**src/rtl/instruction_fetch_decode_pkg.sv**
```systemverilog
// ---------------------------------------------------------------------------
// instruction_fetch_decode_pkg
//   Shared definitions for the fetch/decode stage and its neighbours:
//   opcode encodings, register codes and instruction field bit positions.
//   Instruction layout (28 bits): [27:24] opcode, [23:16] dest,
//   [15:8] src0, [7:0] src1, [15:0] literal, [23:0] operand.
// ---------------------------------------------------------------------------
package instruction_fetch_decode_pkg;

  typedef enum logic [3:0] {
    OP_NOP     = 4'd0,
    OP_STO     = 4'd1,
    OP_ADD     = 4'd2,
    OP_SMUL    = 4'd3,
    OP_IMUL1_4 = 4'd4,
    OP_BLE     = 4'd5,
    OP_JMP     = 4'd6,
    OP_LED     = 4'd7
  } opcode_e;

  localparam logic [7:0] REG_R0 = 8'd0;
  localparam logic [7:0] REG_R1 = 8'd1;
  localparam logic [7:0] REG_R2 = 8'd2;
  localparam logic [7:0] REG_R3 = 8'd3;
  localparam logic [7:0] REG_R4 = 8'd4;
  localparam logic [7:0] REG_R5 = 8'd5;
  localparam logic [7:0] REG_R6 = 8'd6;
  localparam logic [7:0] REG_R7 = 8'd7;

  localparam int OPC_MSB     = 27;
  localparam int OPC_LSB     = 24;
  localparam int DEST_MSB    = 23;
  localparam int DEST_LSB    = 16;
  localparam int SRC0_MSB    = 15;
  localparam int SRC0_LSB    = 8;
  localparam int SRC1_MSB    = 7;
  localparam int SRC1_LSB    = 0;
  localparam int LIT_MSB     = 15;
  localparam int LIT_LSB     = 0;
  localparam int OPERAND_MSB = 23;

  // NOP delay count occupies the whole operand field.
  localparam int DELAY_WIDTH = OPERAND_MSB + 1;

endpackage

```
**src/rtl/instruction_fetch_decode.sv**
```systemverilog
// ---------------------------------------------------------------------------
// instruction_fetch_decode
//   Program-ROM reader: owns the PC, registers the returned instruction and
//   splits it into fields for execute. JMP and NOP-delay are resolved here;
//   branch redirects and stalls come from execute.
//
// Ports
//   Clock, Reset         clock, synchronous active-high reset
//   oAddress             ROM address (the PC flop)
//   iInstruction         ROM data for oAddress
//   iStall               freeze all state
//   iBranchTaken/Target  redirect from execute (beats everything but Reset)
//   oValid               decoded fields hold a real instruction
//   oOpcode/oDest/oSrc0/oSrc1/oLiteral  instruction fields
//   oPC                  address of the instruction on the outputs
// ---------------------------------------------------------------------------
module instruction_fetch_decode
  import instruction_fetch_decode_pkg::*;
#(
  parameter int                    ADDR_WIDTH   = 16,
  parameter int                    INSTR_WIDTH  = 28,
  parameter logic [ADDR_WIDTH-1:0] RESET_VECTOR = '0
) (
  input  logic                   Clock,
  input  logic                   Reset,
  output logic [ADDR_WIDTH-1:0]  oAddress,
  input  logic [INSTR_WIDTH-1:0] iInstruction,
  input  logic                   iStall,
  input  logic                   iBranchTaken,
  input  logic [ADDR_WIDTH-1:0]  iBranchTarget,
  output logic                   oValid,
  output logic [3:0]             oOpcode,
  output logic [7:0]             oDest,
  output logic [7:0]             oSrc0,
  output logic [7:0]             oSrc1,
  output logic [15:0]            oLiteral,
  output logic [ADDR_WIDTH-1:0]  oPC
);

  typedef enum logic {S_RUN, S_DELAY} state_e;

  state_e                  state_q, state_d;
  logic [ADDR_WIDTH-1:0]   pc_q, pc_d;
  logic [ADDR_WIDTH-1:0]   opc_q, opc_d;
  logic [INSTR_WIDTH-1:0]  ir_q, ir_d;
  logic                    valid_q, valid_d;
  logic [DELAY_WIDTH-1:0]  cnt_q, cnt_d;

  logic [3:0]              fetch_op;
  logic [DELAY_WIDTH-1:0]  fetch_operand;
  logic [ADDR_WIDTH-1:0]   pc_inc;

  assign fetch_op      = iInstruction[OPC_MSB:OPC_LSB];
  assign fetch_operand = iInstruction[OPERAND_MSB:0];
  assign pc_inc        = pc_q + ADDR_WIDTH'(1);  // wraps silently

  // NOTE: every variable gets its hold value first so no path leaves it
  // unassigned; that is what keeps this block free of inferred latches.
  always_comb begin
    state_d = state_q;
    pc_d    = pc_q;
    opc_d   = opc_q;
    ir_d    = ir_q;
    valid_d = valid_q;
    cnt_d   = cnt_q;

    if (iBranchTaken) begin
      // Wrong-path fetch this cycle is dropped; any pending delay is aborted.
      pc_d    = iBranchTarget;
      ir_d    = '0;
      valid_d = 1'b0;
      cnt_d   = '0;
      state_d = S_RUN;
    end else if (!iStall) begin
      unique case (state_q)
        S_DELAY: begin
          valid_d = 1'b0;
          cnt_d   = cnt_q - DELAY_WIDTH'(1);
          if (cnt_q == DELAY_WIDTH'(1)) state_d = S_RUN;
        end
        S_RUN: begin
          opc_d = pc_q;
          ir_d  = iInstruction;
          if (fetch_op == OP_JMP) begin
            // JMP is consumed here and never reaches execute.
            pc_d    = ADDR_WIDTH'(iInstruction[DEST_MSB:DEST_LSB]);
            ir_d    = '0;
            valid_d = 1'b0;
          end else if (fetch_op == OP_NOP) begin
            valid_d = 1'b0;
            pc_d    = pc_inc;
            cnt_d   = fetch_operand;
            if (fetch_operand != '0) state_d = S_DELAY;
          end else begin
            valid_d = 1'b1;
            pc_d    = pc_inc;
          end
        end
        default: state_d = S_RUN;
      endcase
    end
  end

  // NOTE: state registers use non-blocking assignments so every flop samples
  // pre-edge values regardless of block evaluation order.
  always_ff @(posedge Clock) begin
    if (Reset) begin
      state_q <= S_RUN;
      pc_q    <= RESET_VECTOR;
      opc_q   <= '0;
      ir_q    <= '0;
      valid_q <= 1'b0;
      cnt_q   <= '0;
    end else begin
      state_q <= state_d;
      pc_q    <= pc_d;
      opc_q   <= opc_d;
      ir_q    <= ir_d;
      valid_q <= valid_d;
      cnt_q   <= cnt_d;
    end
  end

  assign oAddress = pc_q;
  assign oValid   = valid_q;
  assign oPC      = opc_q;
  assign oOpcode  = ir_q[OPC_MSB:OPC_LSB];
  assign oDest    = ir_q[DEST_MSB:DEST_LSB];
  assign oSrc0    = ir_q[SRC0_MSB:SRC0_LSB];
  assign oSrc1    = ir_q[SRC1_MSB:SRC1_LSB];
  assign oLiteral = ir_q[LIT_MSB:LIT_LSB];

endmodule

```
**config.mk**
```make
export PLATFORM = sky130hd
export DESIGN_NAME = instruction_fetch_decode
export DESIGN_NICKNAME = d
export VERILOG_FILES = /design/src/rtl/instruction_fetch_decode_pkg.sv /design/src/rtl/instruction_fetch_decode.sv
export SDC_FILE = /design/constraint.sdc
export NUM_CORES = 1
export LEC_CHECK = 0
export ABC_AREA = 1
export CORE_UTILIZATION = 53
export DETAILED_ROUTE_END_ITERATION = 6
export PLACE_DENSITY_LB_ADDON = 0.08
export REMOVE_ABC_BUFFERS = 1
export SYNTH_ARGS = -nofsm -noshare
export SYNTH_HDL_FRONTEND = slang
export SYNTH_SLANG_ARGS = --single-unit
export TNS_END_PERCENT = 10
```
**constraint.sdc**
```tcl
create_clock -name Clock -period 4.2 [get_ports Clock]
set_input_delay 1.26 -clock Clock [delete_from_list [all_inputs] [get_ports Clock]]
set_output_delay 1.26 -clock Clock [all_outputs]
set_load 0.05 [all_outputs]
```
==> qor.csv, run 1 <==
metric;value;unit
drive_gt1_frac;0.0504;
synth.top_cell.area_share;0.369;
peakVddDrop;0.000173;V
post-route-util;0.715;
regToRegStartpoint;state_q;
setup_viol;0;
hpwl;9.50;mm
avgSynthCellArea;6.56;sq um
synth.cell_area;4660;sq um
clkLatencyLatePin;0.35;ns
wl_met3;758;um
final_cells;918;
drt_wl_total;13.2;mm
io_pins;125;
intPower;1.28;mW
cts_tree;built;
drt-wirelength-per-cell;14.4;um
clkSinkCount;86;
synthCells;711;
finalMaxSlewViolations;0;
cts_root_buf;clkbuf_8;
pwr-share-clk;0.318;
core_area;8380;sq um
setup_tns;0;ns
critPathTopFamily;buffers and inverters;
cp-end-kind;output pin;
maxUsedRoutingLayer;met4;
overflow;0;
drv_cap;0;
arrival;1.68;ns
startpoint_type;flip-flop;
critical-path-slowest-cell;clkdlybuf4s50_1;
hp-start;oValid;
ys_seq_area_frac;0.369;
p_sw;0.580;mW
vias_per_cell;5.46;
power;1.86;mW
ant_nets;0;
rsz0062_at_grt;no;
grt_pass1_vias;4559;
p_leak;2.45;nW
max_freq;0.340;GHz
cp.required;2.94;ns
grt_pass1_wl;20.9;mm
ys_types;34;
min_path_type;reg2reg;
path_clk_slew;0.09;ns
dpl_cell_area;5810;sq um
placed_cells;903;
n_antenna_cell;0;
dr.pass1.iters;5;
initial_core_util;0.556;
dpl_worst_slack;0.919;ns
htree_levels;3;
num_vias;5009;
synth_area_leaders;dfxtp_1, nand2_1, a21oi_1;
postCtsSetupRepairBufs;0;
postCtsHoldBufs;0;
crit_fanout;7;
area_growth;28.6;%
period_share;0.701;
critPathLaunch;oAddress[4];
die_area;9170;sq um
hold_viol;0;
status;completed;
cts_buffers;9;
synth_area_leader_cell;dfxtp_1;
place.port_buffers;124;
pwr-share-seq;0.469;
fin_area;5990;sq um
p_comb_frac;0.213;
critPathKind;reg2out;
chipWidth;95.8;um
cp_num_buf_inv;1;
drt-met1-wl;5.54;mm
cts_resized;0;
slew_headroom;0.471;
crit_chain;clkdlybuf4s50_1;
drt_iter0_markers;238;
wl_met2;6.62;mm
ys_warn_count;0;
hold_ws;0.472;ns
grt_use_total;0.293;
min_period;2.94;ns
rows;33;
cpPeakStageDelay;0.85;ns
clock_path_buffers;2;
finalWorstSetupSlack;1.26;ns
worst_pin_slew;0.792;ns
finalWeightedCongestion;0.959;
swShare;0.312;
powerDensity;310;nW/um^2
skew;0.0128;ns
ys_seq_elements;86;
grt_max_degree;47;
antenna_found_initial;0;
die_h;95.8;um
finalNetCount;860;
drc;0;
[layout make-up]
class	instances	area, sq um
Inverter	66	250
Multi-Input combinational cell	515	2410
Fill cell	745	2390
Sequential cell	86	1720
Timing Repair Buffer	131	1290
Clock buffer	12	145
Clock inverter	3	43.8
Tap cell	105	131
[cells in the final DEF, fill, tap and decap left out]
| cell type | n |
|---|---|
| a21oi_2 | 1 |
| inv_6 | 1 |
| o21ai_0 | 47 |
| bufinv_16 | 1 |
| nor3_1 | 3 |
| nand4_1 | 16 |
| nand3b_1 | 3 |
| a31oi_1 | 8 |
| clkinv_2 | 1 |
| nand3_2 | 1 |
| inv_2 | 5 |
| clkdlybuf4s50_1 | 124 |
| nor2_4 | 4 |
| and3_1 | 1 |
| nand2_1 | 201 |
| nor2_8 | 2 |
| inv_1 | 60 |
| o21ai_1 | 7 |
| a21oi_4 | 1 |
| nor2_2 | 4 |
| ha_1 | 3 |
| nor4_1 | 1 |
| dfxtp_1 | 86 |
| o22ai_1 | 3 |
| clkbuf_1 | 2 |
| nand3_1 | 37 |
| nor2_1 | 79 |
| or2_2 | 1 |
| buf_4 | 7 |
| clkbuf_8 | 10 |
| a21oi_1 | 81 |
| o211ai_1 | 6 |
| xor2_1 | 3 |
| a211oi_1 | 1 |
| inv_4 | 1 |
| nor3_2 | 1 |
[cell usage after synthesis]
library cell and number:
and3_1 1, nand4_1 16, nor4_1 1, a31oi_1 8, nor3_1 3, o21ai_0 47
a21oi_4 1, nor2_8 2, inv_2 5, dfxtp_1 86, nand3_1 37, clkbuf_1 6
nor2_2 4, a21oi_2 1, buf_1 2, buf_2 14, nand2_1 201, or2_2 1
nor2_1 79, nor2_4 4, xor2_1 3, inv_1 60, o211ai_1 6, a21oi_1 81
buf_6 4, o22ai_1 3, inv_4 1, o21ai_1 7, nor3_2 1, a211oi_1 1
buf_4 18, nand3b_1 3, ha_1 3, nand3_2 1
[cell families (layout without fill, tap and decap cells)]
kind of cell | Yosys count | in the layout | share of synthesized area
and+or+nand+nor | 354 | 354 | 0.327
adders and majority gates | 3 | 3 | 0.00805
xor gates and xnor gates | 3 | 3 | 0.00564
AOI/OAI and AO/OA | 155 | 155 | 0.176
buffers and inverters | 110 | 212 | 0.114
DFF | 86 | 86 | 0.369
[path summary, 6_finish.rpt]
kind            endpoint  slack, ns  depth (start not counted)
min reg2reg       oValid       0.47                          2
min               oValid       0.47                          2
max          oAddress[4]       1.26                          1
max reg2reg     ir_q[10]       2.22                          6
[state kept, by name, summed over array words and instances, names as in the netlist]
register and cells:
oAddress 16, state_q 1, ir_q 28, cnt_q 24, oValid 1, oPC 16
[power by group through the flow]
stage / registers, mW / clock network [mW] / logic, mW
global route: 0.875 / 0.626 / 0.426
floorplan: 1.00 / 0 / 0.119
CTS: 0.870 / 0.594 / 0.396
global placement: 0.888 / 0 / 0.390
detailed placement: 0.889 / 0 / 0.394
finish: 0.871 / 0.590 / 0.396
[layer usage]
metal	up-vias	track usage
met5	-	0
met4	0	0.107
met3	26	0.0442
met2	171	0.531
met1	2308	0.348
li1	2504	-
(Power assumes the default switching activity.)
==> run 2, diff against run 1 <==
- CORE_UTILIZATION: 53 -> 44
- clock period: 4.2 -> 2.5 ns (I/O delays scaled with it)
==> qor.csv, run 2 (same netlist as run 1, synthesis figures left out) <==
metric;value;unit;change
slew_headroom;0.631;;+0.160
peakVddDrop;0.000331;V;+91%
grt_use_total;0.259;;-0.0338
multi_input_area;2410;sq um;unchanged
rsz0062_at_grt;no;;
max_freq;0.411;GHz;
antenna_found_initial;0;;unchanged
hpwl;10.2;mm;+7.3%
drt_iter0_markers;260;;+9.2%
drive_gt1_frac;0.0643;;+0.0139
top_usage_layer;met2;;
path_clk_slew;0.08;ns;about the same
fillers;996;;+34%
min_path_type;reg2reg;;
clkSinkCount;86;;unchanged
place.port_buffers;124;;unchanged
core_area;10300;sq um;+23%
chipWidth;105;um;+9.5%
postCtsHoldBufs;0;;unchanged
cp-end-kind;output pin;;
num_vias;4933;;-1.5%
setup_tns;0;ns;unchanged
clock_path_buffers;2;;unchanged
postCtsSetupRepairBufs;0;;unchanged
critPathKind;reg2out;;
critPathTopFamily;buffers and inverters;;
area_growth;31.8;%;
initial_core_util;0.453;;-0.103
cts_root_buf;clkbuf_8;;
vias_per_cell;5.14;;-5.8%
regArea;1720;sq um;unchanged
drt-wirelength-per-cell;14.2;um;-1.1%
finalMaxSlewViolations;0;;unchanged
ant_nets;0;;unchanged
io_pins;125;;unchanged
crit_chain;clkdlybuf4s50_1;;
startpoint_type;flip-flop;;
cp.required;1.75;ns;-1.19 ns
arrival;1.68;ns;about the same
crit_fanout;7;;unchanged
cp_num_buf_inv;1;;unchanged
layout_common_cells;nand2_1, clkdlybuf4s50_1, dfxtp_1;;
status;completed;;
dr.pass1.iters;5;;unchanged
use_met2;0.402;;-0.129
cts_resized;0;;unchanged
grt_pass1_wl;22.9;mm;+9.7%
hold_viol;0;;unchanged
finalNetCount;870;;+1.2%
gr-usage-met1;0.374;;+0.0260
top_regs;ir_q (28), cnt_q (24);;
use_met3;0.0337;;-0.0105
drv_cap;0;;unchanged
die_h;105;um;+9.5%
largest_reg_flops;28;;unchanged
overflow;0;;unchanged
drt_wl_total;13.7;mm;+3.5%
grt_max_degree;47;;unchanged
cts_tree;built;;
critical-path-slowest-cell;clkdlybuf4s50_1;;
post-route-util;0.598;;-0.117
top_register;ir_q;;
fin_area;6140;sq um;+2.5%
clkLatencyLatePin;0.37;ns;+0.02 ns
hold_ws;0.470;ns;-0.00212 ns
worst_pin_slew;0.553;ns;-0.239 ns
finalWeightedCongestion;0.902;;-5.9%
cts_buffers;9;;unchanged
grt_pass1_vias;4611;;+1.1%
final_common_cell;nand2_1;;
n_antenna_cell;0;;unchanged
p_leak;2.50;nW;+2.0%
skew;0.0139;ns;+0.00109 ns
min_period;2.43;ns;
die_area;11000;sq um;+20%
htree_levels;3;;unchanged
rows;37;;+12%
powerDensity;503;nW/um^2;+62%
setup_viol;0;;unchanged
drc;0;;unchanged
dpl_cell_area;5960;sq um;+2.6%
cpPeakStageDelay;0.86;ns;about the same
period_share;0.973;;
run 2: final cells by class:
cell class,instances,share of cell area
Clock inverter,4,0.00509
Sequential cell,86,0.280
Inverter,66,0.0407
Tap cell,136,0.0277
Clock buffer,12,0.0253
Timing Repair Buffer,141,0.229
Multi-Input combinational cell,515,0.392
run 2: power breakdown:
group          switching, mW  internal (mW)  leakage [nW]  total [mW]
sequential            0.0433           1.42         0.702        1.46
combinational          0.433          0.255          1.71       0.688
clock                  0.519          0.418        0.0848       0.937
total                  0.995           2.09          2.50        3.09
run 2: worst paths after layout:
path,slack [ns],from,cells past startpoint,endpoint
min,0.47,ir_q[23],2,ir_q[23]
max,0.07,oAddress[4],1,oAddress[4]
min reg2reg,0.47,ir_q[23],2,ir_q[23]
max reg2reg,0.66,state_q,7,cnt_q[5]
run 2: metal layers:
metal	vias to the layer above	routed length, um
li1	2524	-
met1	2245	6530
met2	150	6150
met3	14	851
met4	0	155
met5	-	0
run 2: per-stage QoR:
step	setup slack, ns	power [mW]	std cells
2_1_floorplan	0.291	1.88	667
3_3_place_gp	0.170	2.18	944
3_5_place_dp	0.0802	2.18	944
4_1_cts	0.0571	3.11	960
5_1_grt	0.0342	3.23	960
6_report	0.0683	3.09	960
==> run 3, diff against run 2 <==
- CORE_UTILIZATION: 44 -> 49
- clock period: 2.5 -> 2.7 ns (I/O delays scaled with it)
==> qor.csv, run 3 (same netlist as run 1, synthesis figures left out) <==
metric;value;unit;change
status;completed;;
grt_pass1_vias;4844;;+5.1%
n_antenna_cell;0;;unchanged
postCtsHoldBufs;0;;unchanged
place.port_buffers;124;;unchanged
die_h;99.5;um;-5.1%
arrival;1.68;ns;about the same
largest_reg_flops;28;;unchanged
overflow;0;;unchanged
top_regs;ir_q (28), cnt_q (24);;
drt-wirelength-per-cell;14.4;um;+0.89%
crit_fanout;7;;unchanged
finalWeightedCongestion;0.964;;+6.9%
chipWidth;99.5;um;-5.1%
antenna_found_initial;0;;unchanged
max_freq;0.402;GHz;
critPathTopFamily;buffers and inverters;;
startpoint_type;flip-flop;;
dr.pass1.iters;5;;unchanged
clock_path_buffers;2;;unchanged
ant_nets;0;;unchanged
peakVddDrop;0.000263;V;-21%
path_clk_slew;0.09;ns;about the same
vias_per_cell;5.30;;+3.1%
drt_iter0_markers;207;;-20%
grt_pass1_wl;22.4;mm;-2.1%
cpPeakStageDelay;0.85;ns;about the same
cts_root_buf;clkbuf_8;;
layout_common_cells;nand2_1, clkdlybuf4s50_1, dfxtp_1;;
clkLatencyLatePin;0.36;ns;about the same
drive_gt1_frac;0.0620;;-0.00228
min_path_type;reg2reg;;
cp_num_buf_inv;1;;unchanged
setup_tns;0;ns;unchanged
final_cells;951;;-0.94%
worst_pin_slew;0.557;ns;+0.00346 ns
setup_viol;0;;unchanged
crit_chain;clkdlybuf4s50_1;;
fillers;857;;-14%
core_area;9240;sq um;-10%
htree_levels;3;;unchanged
period_share;0.922;;
cp.required;1.89;ns;+0.14 ns
drv_cap;0;;unchanged
cts_buffers;9;;unchanged
finalNetCount;868;;-0.23%
initial_core_util;0.504;;+0.0509
placed_cells;935;;-0.95%
area_growth;31.0;%;
hpwl;10.3;mm;+1.0%
critical-path-slowest-cell;clkdlybuf4s50_1;;
finalMaxSlewViolations;0;;unchanged
skew;0.0141;ns;+0.000238 ns
cts_resized;0;;unchanged
critPathKind;reg2out;;
top_register;ir_q;;
final_common_cell;nand2_1;;
cp-end-kind;output pin;;
die_area;9910;sq um;-10%
io_pins;125;;unchanged
powerDensity;466;nW/um^2;-7.3%
rsz0062_at_grt;no;;
cts_tree;built;;
p_leak;2.49;nW;-0.36%
grt_max_degree;30;;-36%
slew_headroom;0.628;;-0.00306
clkSinkCount;86;;unchanged
hold_viol;0;;unchanged
min_period;2.49;ns;
postCtsSetupRepairBufs;0;;unchanged
num_vias;5037;;+2.1%
rows;35;;-5.4%
drc;0;;unchanged
drt_wl_total;13.7;mm;about the same
grt_use_total;0.281;;+0.0220
-- run 3: cell types whose count changed in the layout (fill, tap and decap cells not counted), sizes merged --
cell and delta:
clkbuf -1, clkinvlp -2, clkinv +2, inv +1
buf -2
-- run 3: final cells by class --
| class | count | area (sq um) | share of cell area |
|---|---|---|---|
| repair buffers | 139 | 1380 | 0.226 |
| flip-flops and latches | 86 | 1720 | 0.282 |
| well taps | 129 | 161 | 0.0264 |
| inverters | 66 | 250 | 0.0410 |
| multi-input cells | 515 | 2410 | 0.395 |
| clock inverters | 5 | 42.5 | 0.00697 |
| clock buffers | 11 | 141 | 0.0232 |
-- run 3: path summary, 6_finish.rpt --
| check | from | to | slack, ns | cells after the start |
|---|---|---|---|---|
| worst max-delay path | oAddress[4] | oAddress[4] | 0.21 | 1 |
| worst min-delay path | oValid | oValid | 0.46 | 2 |
| worst max register to register | cnt_q[0] | cnt_q[12] | 0.99 | 11 |
| worst min register to register | oValid | oValid | 0.46 | 2 |
-- run 3: power breakdown --
part	internal [mW]	total, mW	switching (mW)
combinational	0.234	0.633	0.399
clock	0.369	0.854	0.485
sequential	1.31	1.36	0.0411
total	1.92	2.84	0.926
-- run 3: through the flow --
step	hold slack, ns	total power [mW]	util	instance area (sq um)	setup WS, ns
after CTS	0.463	2.86	0.661	6100	0.199
after global placement	0.448	2.01	0.641	5920	0.275
after detailed placement	0.450	2.01	0.641	5920	0.210
after global routing	0.496	2.97	0.661	6100	0.151
final	0.464	2.84	0.661	6100	0.211
after floorplan	0.457	1.74	-	4380	0.491
-- run 3: per-layer routing --
| layer | GRT usage | routed length (um) | vias to the layer above |
|---|---|---|---|
| met5 | 0 | 0 | - |
| met4 | 0.0973 | 266 | 0 |
| met3 | 0.0506 | 757 | 26 |
| met2 | 0.509 | 6940 | 176 |
| met1 | 0.333 | 5710 | 2322 |
| li1 | - | - | 2513 |
